`src/rtl/transpose_buf_if.sv`:
```
// transpose_buf_if: row-in / vector-out stream bundle for transpose_buf.
// Handshake: a row on d transfers on the rising clk edge where d_valid is high
// and d_hold is low; an output vector on q transfers on the edge where q_valid
// is high and q_hold is low. While a transfer is stalled, the source keeps its
// payload and valid stable.
`timescale 1ns/1ps
interface transpose_buf_if #(
  parameter int N = 8,
  parameter int W = 13
);
  localparam int CW = $clog2(N);

  logic [N-1:0][W-1:0] d;
  logic [CW-1:0]       d_cnt;
  logic                d_mode;
  logic                d_valid;
  logic                d_hold;
  logic [N-1:0][W-1:0] q;
  logic [CW-1:0]       q_cnt;
  logic                q_mode;
  logic                q_valid;
  logic                q_hold;

  // Producer of rows / consumer of output vectors.
  modport master (
    output d, d_cnt, d_mode, d_valid, q_hold,
    input  d_hold, q, q_cnt, q_mode, q_valid
  );

  // The transpose buffer itself.
  modport slave (
    input  d, d_cnt, d_mode, d_valid, q_hold,
    output d_hold, q, q_cnt, q_mode, q_valid
  );
endinterface

```
`src/rtl/transpose_buf.sv`:
```
// transpose_buf: N x N block transpose buffer with an NBUF-deep block ring.
// Rows of N signed W-bit lanes are written one per cycle; each block is read
// back one vector per cycle, either as columns (transpose, mode=1) or as rows
// (pass-through, mode=0). The mode is captured with row 0 of each block.
// Optional build macro TRANSPOSE_SEQ_CHK_EN adds a sticky err output that flags
// any accepted row whose d_cnt disagrees with the internal row counter.
`timescale 1ns/1ps
module transpose_buf #(
  parameter int N    = 8,
  parameter int W    = 13,
  parameter int NBUF = 2
) (
  input  logic            clk,
  input  logic            reset,
  transpose_buf_if.slave  io
`ifdef TRANSPOSE_SEQ_CHK_EN
  ,
  output logic            err
`endif
);
  localparam int CW = $clog2(N);
  localparam int BI = $clog2(NBUF);   // buffer index width
  localparam int BW = BI + 1;         // block pointer width incl. wrap bit

  // Block storage, one packed row per entry; not reset.
  logic [N-1:0][W-1:0] mem [NBUF][N];
  logic [NBUF-1:0]     mode_r;

  logic [CW-1:0] wr_row;
  logic [BW-1:0] wr_blk;
  logic [CW-1:0] rd_col;
  logic [BW-1:0] rd_blk;

  logic [BI-1:0] wr_idx;
  logic [BI-1:0] rd_idx;
  logic [BW-1:0] occ;
  logic          full;
  logic          avail;
  logic          accept;
  logic          load;

  logic [N-1:0][W-1:0] rd_vec;
  logic [N-1:0][W-1:0] q_r;
  logic [CW-1:0]       q_cnt_r;
  logic                q_mode_r;
  logic                q_valid_r;

  assign wr_idx = wr_blk[BI-1:0];
  assign rd_idx = rd_blk[BI-1:0];

  // Pointers differ only in the wrap bit when the ring is full, so the
  // modular difference gives occupancy directly.
  assign occ    = wr_blk - rd_blk;
  assign full   = (occ == BW'(NBUF));
  assign avail  = (rd_blk != wr_blk);
  assign accept = io.d_valid & ~full;
  assign load   = avail & (~q_valid_r | ~io.q_hold);

  assign io.d_hold  = full;
  assign io.q       = q_r;
  assign io.q_cnt   = q_cnt_r;
  assign io.q_mode  = q_mode_r;
  assign io.q_valid = q_valid_r;

  // Row storage write: accepted row lands in the current write block.
  always_ff @(posedge clk) begin
    if (accept) begin
      mem[wr_idx][wr_row] <= io.d;
    end
  end

  // Write-side counters and per-block mode capture on row 0.
  always_ff @(posedge clk or posedge reset) begin
    if (reset) begin
      wr_row <= '0;
      wr_blk <= '0;
      mode_r <= '0;
    end else if (accept) begin
      if (wr_row == '0) begin
        mode_r[wr_idx] <= io.d_mode;
      end
      if (wr_row == CW'(N - 1)) begin
        wr_row <= '0;
        wr_blk <= wr_blk + BW'(1);
      end else begin
        wr_row <= wr_row + CW'(1);
      end
    end
  end

  // Read mux: column rd_col across all rows, or row rd_col as stored.
  always_comb begin
    rd_vec = '0;
    for (int i = 0; i < N; i++) begin
      if (mode_r[rd_idx]) begin
        rd_vec[i] = mem[rd_idx][CW'(i)][rd_col];
      end else begin
        rd_vec[i] = mem[rd_idx][rd_col][i];
      end
    end
  end

  // Output register and read-side counters; the register holds while stalled.
  always_ff @(posedge clk or posedge reset) begin
    if (reset) begin
      q_r       <= '0;
      q_cnt_r   <= '0;
      q_mode_r  <= 1'b0;
      q_valid_r <= 1'b0;
      rd_col    <= '0;
      rd_blk    <= '0;
    end else if (load) begin
      q_r       <= rd_vec;
      q_cnt_r   <= rd_col;
      q_mode_r  <= mode_r[rd_idx];
      q_valid_r <= 1'b1;
      if (rd_col == CW'(N - 1)) begin
        rd_col <= '0;
        rd_blk <= rd_blk + BW'(1);
      end else begin
        rd_col <= rd_col + CW'(1);
      end
    end else if (!io.q_hold) begin
      q_valid_r <= 1'b0;
    end
  end

`ifdef TRANSPOSE_SEQ_CHK_EN
  // Sticky sequence error: the producer's row index disagrees with ours.
  always_ff @(posedge clk or posedge reset) begin
    if (reset) begin
      err <= 1'b0;
    end else if (accept && (io.d_cnt != wr_row)) begin
      err <= 1'b1;
    end
  end
`else
  // d_cnt is informational only in this build.
  logic unused_d_cnt;
  assign unused_d_cnt = ^io.d_cnt;
`endif

endmodule

```
`src/flat_wrapper.sv`:
```
// flat-port wrapper written by rule: the top's interface ports become plain ports
module transpose_buf_flat 
#(
  parameter int N    = 8,
  parameter int W    = 13,
  parameter int NBUF = 2
)
  (clk, reset, io_d, io_d_cnt, io_d_mode, io_d_valid, io_q_hold, io_d_hold, io_q, io_q_cnt, io_q_mode, io_q_valid);
  transpose_buf_if #(.N(N), .W(W)) io_i ();
  input  logic clk;
  input  logic reset;
  input wire logic [$bits(io_i.d)-1:0] io_d;
  input wire logic [$bits(io_i.d_cnt)-1:0] io_d_cnt;
  input wire logic [$bits(io_i.d_mode)-1:0] io_d_mode;
  input wire logic [$bits(io_i.d_valid)-1:0] io_d_valid;
  input wire logic [$bits(io_i.q_hold)-1:0] io_q_hold;
  output wire logic [$bits(io_i.d_hold)-1:0] io_d_hold;
  output wire logic [$bits(io_i.q)-1:0] io_q;
  output wire logic [$bits(io_i.q_cnt)-1:0] io_q_cnt;
  output wire logic [$bits(io_i.q_mode)-1:0] io_q_mode;
  output wire logic [$bits(io_i.q_valid)-1:0] io_q_valid;
  assign io_i.d = io_d;
  assign io_i.d_cnt = io_d_cnt;
  assign io_i.d_mode = io_d_mode;
  assign io_i.d_valid = io_d_valid;
  assign io_i.q_hold = io_q_hold;
  assign io_d_hold = io_i.d_hold;
  assign io_q = io_i.q;
  assign io_q_cnt = io_i.q_cnt;
  assign io_q_mode = io_i.q_mode;
  assign io_q_valid = io_i.q_valid;
  transpose_buf #(.N(N), .W(W), .NBUF(NBUF)) u_core (.clk(clk), .reset(reset), .io(io_i));
endmodule
```
`config.mk`:
```
export PLATFORM = sky130hd
export DESIGN_NAME = transpose_buf_flat
export DESIGN_NICKNAME = d
export VERILOG_FILES = /design/src/rtl/transpose_buf_if.sv /design/src/rtl/transpose_buf.sv /design/src/flat_wrapper.sv
export SDC_FILE = /design/constraint.sdc
export NUM_CORES = 2
export LEC_CHECK = 0
export BUFFER_PORTS_ARGS = -buffer_cell sky130_fd_sc_hd__buf_2
export CORE_ASPECT_RATIO = 0.5
export CORE_MARGIN = 1
export CORE_UTILIZATION = 55
export CTS_CLUSTER_SIZE = 8
export DETAILED_ROUTE_END_ITERATION = 12
export PLACE_DENSITY = 0.7
export SYNTH_ARGS = -nofsm -noshare
export SYNTH_HDL_FRONTEND = slang
export SYNTH_SLANG_ARGS = --single-unit
```
`constraint.sdc`:
```
create_clock -name clk -period 27.1 [get_ports clk]
set_input_delay 4.065 -clock clk [delete_from_list [all_inputs] [get_ports clk]]
set_output_delay 4.065 -clock clk [all_outputs]
set_load 0.03 [all_outputs]
```
== Word-level counts from Yosys, hierarchy flattened ==
Memory sizes are Yosys's and may differ from the RTL's.
Cells that the tools add are included.

* Register bits after elaboration: 121
* RAM bits: 1,664
* ROM bits: 104
* Input bits: 112
* Output and inout bits: 110
* Logic and storage cells: 82
* Memories kept: 2

* $add $sub $neg: 5
* $lt $le $gt $ge: 7
* Eq/ne operators: 5
* Multiplexer cells: 33
* Bitwise operators: 8
* Reduce and logical (&&, ||, !) cells: 6

{| class="wikitable"
|+ Memory list
! memory !! depth !! width !! rd ports !! clocked after Yosys merged registers in !! wr ports !! line !! text
|-
| u_core.mem || 2 || 832 || 1 || 0 || 1 || transpose_buf.sv:26 || <nowiki>logic [N-1:0][W-1:0] mem [NBUF][N];</nowiki>
|-
| (name not given) || 8 || 13 || 1 || 0 || 0 || transpose_buf.sv:96 || <nowiki>rd_vec[i] = mem[rd_idx][CW'(i)][rd_col];</nowiki>
|}

{| class="wikitable"
|+ Operator list
! operator !! count
|-
| $mux W832 || 1
|-
| $bmux W104 S3 || 1
|-
| $demux W104 S3 || 1
|-
| $mux W104 || 3
|-
| $mux W13 || 13
|-
| $bmux W13 S3 || 4
|-
| $ge A4 B4 Y1 const B || 2
|-
| $not A3 Y4 || 2
|-
| $add A3 B1 Y3 const B || 2
|-
| $eq A3 B3 Y1 const B || 2
|-
| $mux W1 || 6
|-
| $mux W3 || 2
|-
| $reduce_and A2 Y1 || 3
|-
| $add A2 B1 Y2 const B || 2
|-
| $lt A1 B2 Y1 const B || 2
|-
| $lt A3 B4 Y1 const B || 1
|-
| $lt A4 B1 Y1 const B || 1
|-
| $logic_not A3 Y1 || 1
|-
| $not A1 Y1 || 3
|-
| $and A1 B1 Y1 || 2
|-
| $bwmux W2 || 1
|-
| $eq A2 B2 Y1 const B || 1
|-
| $logic_and A1 B1 Y1 || 2
|-
| $ne A2 B1 Y1 const B || 1
|-
| 5 further kinds || 5
|}

== Depth between registers and ports, before layout ==
* Depth in word-level cells: 6
* Gate-level depth with buffers: 11
* Mapped depth without buffers: 5

== Least setup slack after synthesis ==
OpenSTA, ideal clock, no wires.

* Path kind: in2reg
* Start: in io_d_valid
* End: mem u_core.mem[0][728] (netlist bit), enable pin
* Library setup time: 0.694 ns
* Arrival: 11.737 ns
* Data required time: 26.406 ns
* Setup slack: 14.669 ns
* Stages on the path: 4
* Buffers on the path: 1
* Cells stage by stage: nor2b_1 > clkbuf_1 > nand3_1 > nor3_1

* Cells in the longest elaborated chain, start to end: 3

{| class="wikitable"
|+ Ends and longest elaborated chain
! element !! line !! text
|-
| from (decl) || flat_wrapper.sv:15 || <nowiki>input wire logic [$bits(io_i.d_valid)-1:0] io_d_valid;</nowiki>
|-
| $and A1 B1 Y1 || transpose_buf.sv:56 || <nowiki>assign accept = io.d_valid & ~full;</nowiki>
|-
| $mux W1 || transpose_buf.sv:67 || <nowiki>if (accept) begin</nowiki>
|-
| $mux W832 (not written as such) || transpose_buf.sv:68 || <nowiki>mem[wr_idx][wr_row] <= io.d;</nowiki>
|-
| to (decl) || transpose_buf.sv:26 ||
|}

Every way passes these cells.

== Worst setup path after layout ==
* Start: in io_d_valid
* End: mem u_core.mem[0][287] (netlist bit), enable pin

Same word-level chain as after synthesis.

==> results.yml <==
setup_path:
  start_kind: "primary input"
  crit_chain: "buf_2 -> nor2b_1 -> nand3_1 -> nor2_4 -> buf_4 -> buf_4"
  cp_max_fo: 49
  worst-setup-path-type: "in2reg"
  reg2reg_slack_ns: 20.50
  crit_arrival_ns: 8.05
  crit_slowest_cell: "buf_4"
  r2r_cells: 10
  path_common_cell: "buf_4"
  critPathMaxStageDelay_ns: 1.06
  end_kind: "flip-flop"
  cp.required_ns: 27.54
pwr:
  pwr-share-seq_pct: 36.3
  pwr-share-comb_pct: 34.8
  irDropWorstVdd_v: 0.0000831
  power_density_nw_per_um2: 117
  p_int_mw: 6.26
  leakage_nw: 27.3
  p_clk_share_pct: 28.9
  swShare_pct: 36.0
  switchingPower_mw: 3.52
clocking:
  worstSkewPairLatency_ns: 0.84
  cts_setup_buffers: 0
  numCtsBuffers: 241
  cts_tree: "built"
  cts-root-buf: "clkbuf_16"
  cts.repair.resized: 0
  cts_htree_levels: 4
  clkTransAtPathRegs_ns: 0.05
  cts_sinks: 1785
  clk_path_buf_depth: 3
  cts_hold_buf: 0
synth:
  synthMuxAreaShare_pct: 16.7
  async_reset_ff_share_pct: 6.78
  synth_top_area_share_pct: 68.2
  yosysMostFrequentCell: "edfxtp_1"
  syn_inst: 3999
  synth_compound_area_share_pct: 5.12
  synth-edff-count: 1664
  synth.area.top_cells: "edfxtp_1, mux4_2, mux2i_1"
  synthXorXnorAreaFrac_pct: 0.0956
  syn-cell-area_sq_um: 73300
  ys_seq_area_share_pct: 72.3
  ys_seq_elements: 1785
  syn-num-nets: 4116
  ys_warn_count: 0
  ys_top_cells_by_count: "edfxtp_1, mux4_2, mux2i_1"
  synth-simple-area-share_pct: 3.64
  synth_area_per_cell_sq_um: 18.3
  synth_top_area_cell: "edfxtp_1"
  yosysUniqueCellTypes: 79
  synthAdderAreaFrac_pct: 0.0853
  synthFlopType: "edfxtp_1"
  synth_top_family_by_area: "multiplexers"
timing:
  relSlewSlack_pct: 2.78
  tightest_slew_ns: 1.42
  finClkSkew_ns: 0.0648
  fin_crit_sh_pct: 28.1
  final-setup-viol-count: 0
  tns_ns: 0
  hold_viol: 0
  max_freq_mhz: 131
  period_needed_ns: 7.61
  grt_setup_unrepaired: "false"
  slew_viol_final: 0
worst_hold_path:
  hold_depth: 2
  min_path_type: "reg2reg"
floorplanning:
  die_area_sq_um: 135000
  fp.dieW_um: 518
  ios: 222
  core_sq_um: 132000
  rows: 94
  die_h_um: 260
  start_util_pct: 55.6
run:
  cap_violations: 1
global_routing:
  grt_first_pass_wirelength_mm: 298
  grt_overflow: 0
  grt_max_degree: 135
  track_usage_pct: 31.2
  grt_pass1_vias: 41300
  antenna_found_initial: 47
place:
  port_buffers: 218
  gp_congestion: 0.885
  dp_hpwl_mm: 120
  placed_area_sq_um: 76200
drt:
  vias_per_cell: 6.73
  routedWlPerCell_um: 33.5
  drt_wl_total_mm: 210
  dr.pass1.iters: 10
  via_count: 42300
  drc_errors: 16
  dr.first_iter.drc_count: 6136
  ant_nets: 0
layout:
  drive_gt1_share_pct: 23.7
  fin_nets: 4407
  syn_to_final_growth_pct: 13.6
  stdcell_area_sq_um: 83300
status:
  violations: "design-rule violations, max-capacitance violations"
  outcome: "finished with violations"
[kinds of logic after synthesis]
family                   after synthesis
flip-flops                          1785
multiplexers                         754
buffers and inverters                266
adder cells (fa/ha/maj)                5
XOR/XNOR                               8
AND/OR/NAND/NOR                      615
AO/OA/AOI/OAI                        566
[worst max-delay path: cells and delay by family]
kind	cells	cell delay, ns
simple gates	3	2.00
buf+inv	3	1.90
[metrics by stage]
stage	std cells	hold WS, ns	util [%]	power (mW)	worst slack (ns)
final	6289	0.465	63.2	9.77	19.49
after global routing	6281	0.490	63.2	10.1	19.34
after CTS	6271	0.468	63.2	9.73	19.61
after detailed placement	5823	0.456	57.8	6.92	18.74
after global placement	5823	0.450	57.8	6.86	18.85
after floorplan	3999	0.501	-	5.78	14.67
[layout by cell type (no fill, tap or decap), types with 13 or more instances in the layout]
| cell type | count |
|---|---|
| edfxtp_1 | 1664 |
| mux4_2 | 370 |
| mux2i_1 | 316 |
| nand2_1 | 315 |
| clkbuf_16 | 249 |
| buf_2 | 218 |
| clkbuf_1 | 192 |
| o21ai_0 | 150 |
| dfrtp_1 | 117 |
| nor2_1 | 109 |
| a21oi_1 | 104 |
| buf_4 | 81 |
| mux2_2 | 63 |
| nand3_1 | 60 |
| a211oi_1 | 48 |
| a22oi_1 | 39 |
| o22ai_1 | 35 |
| nor2b_1 | 32 |
| a31oi_1 | 20 |
| and2_1 | 19 |
| diode_2 | 18 |
| a221oi_1 | 18 |
| o211ai_1 | 16 |
| a31o_2 | 13 |
[registers in the layout, indices dropped and copies added, names as in the netlist]
register           count
u_core.rd_blk          2
u_core.wr_row          3
u_core.io.q_mode       1
u_core.io.q          104
u_core.mem          1664
u_core.io.q_valid      1
u_core.io.q_cnt        3
u_core.wr_blk          2
u_core.rd_col          3
u_core.mode_r          2
[path summary, 6_finish.rpt]
| kind | start | endpoint |
|---|---|---|
| max in group asynchronous | reset | u_core.rd_col[0] |
| worst min register to register | u_core.io.q[88] | u_core.io.q[88] |
| worst max-delay path | io_d_valid | u_core.mem[0][287] |
| min in group asynchronous | reset | u_core.io.q[18] |
| worst min-delay path | u_core.io.q[88] | u_core.io.q[88] |
| worst max register to register | u_core.rd_blk[0] | u_core.io.q[34] |
[power groups by stage]
| stage | logic (mW) | clock network [mW] | registers, mW |
|---|---|---|---|
| 5_1_grt | 3.55 | 2.95 | 3.57 |
| 3_3_place_gp | 3.28 | 0 | 3.58 |
| 4_1_cts | 3.35 | 2.84 | 3.54 |
| 2_1_floorplan | 2.08 | 0 | 3.70 |
| 6_report | 3.40 | 2.82 | 3.55 |
| 3_5_place_dp | 3.32 | 0 | 3.59 |
[cell type report]
type,instances,area [sq um]
tap,1776,2220
inverter,6,42.5
clock buffer,441,6950
clock inverter,7,123
timing repair buffer,308,1880
sequential,1785,53000
antenna,18,45.0
multi-input combinational,1948,19000
fill,9045,48500
[layer usage]
metal  global-route usage [%]  part of all wire (%)  vias to the layer above
li1                         -                     -                    16900
met1                     46.2                    40                    22200
met2                     45.2                    45                     2930
met3                     8.54                    13                      327
met4                     10.3                   2.5                       14
met5                        0                 0.043                        -
Power figures use the tool's default switching activity.
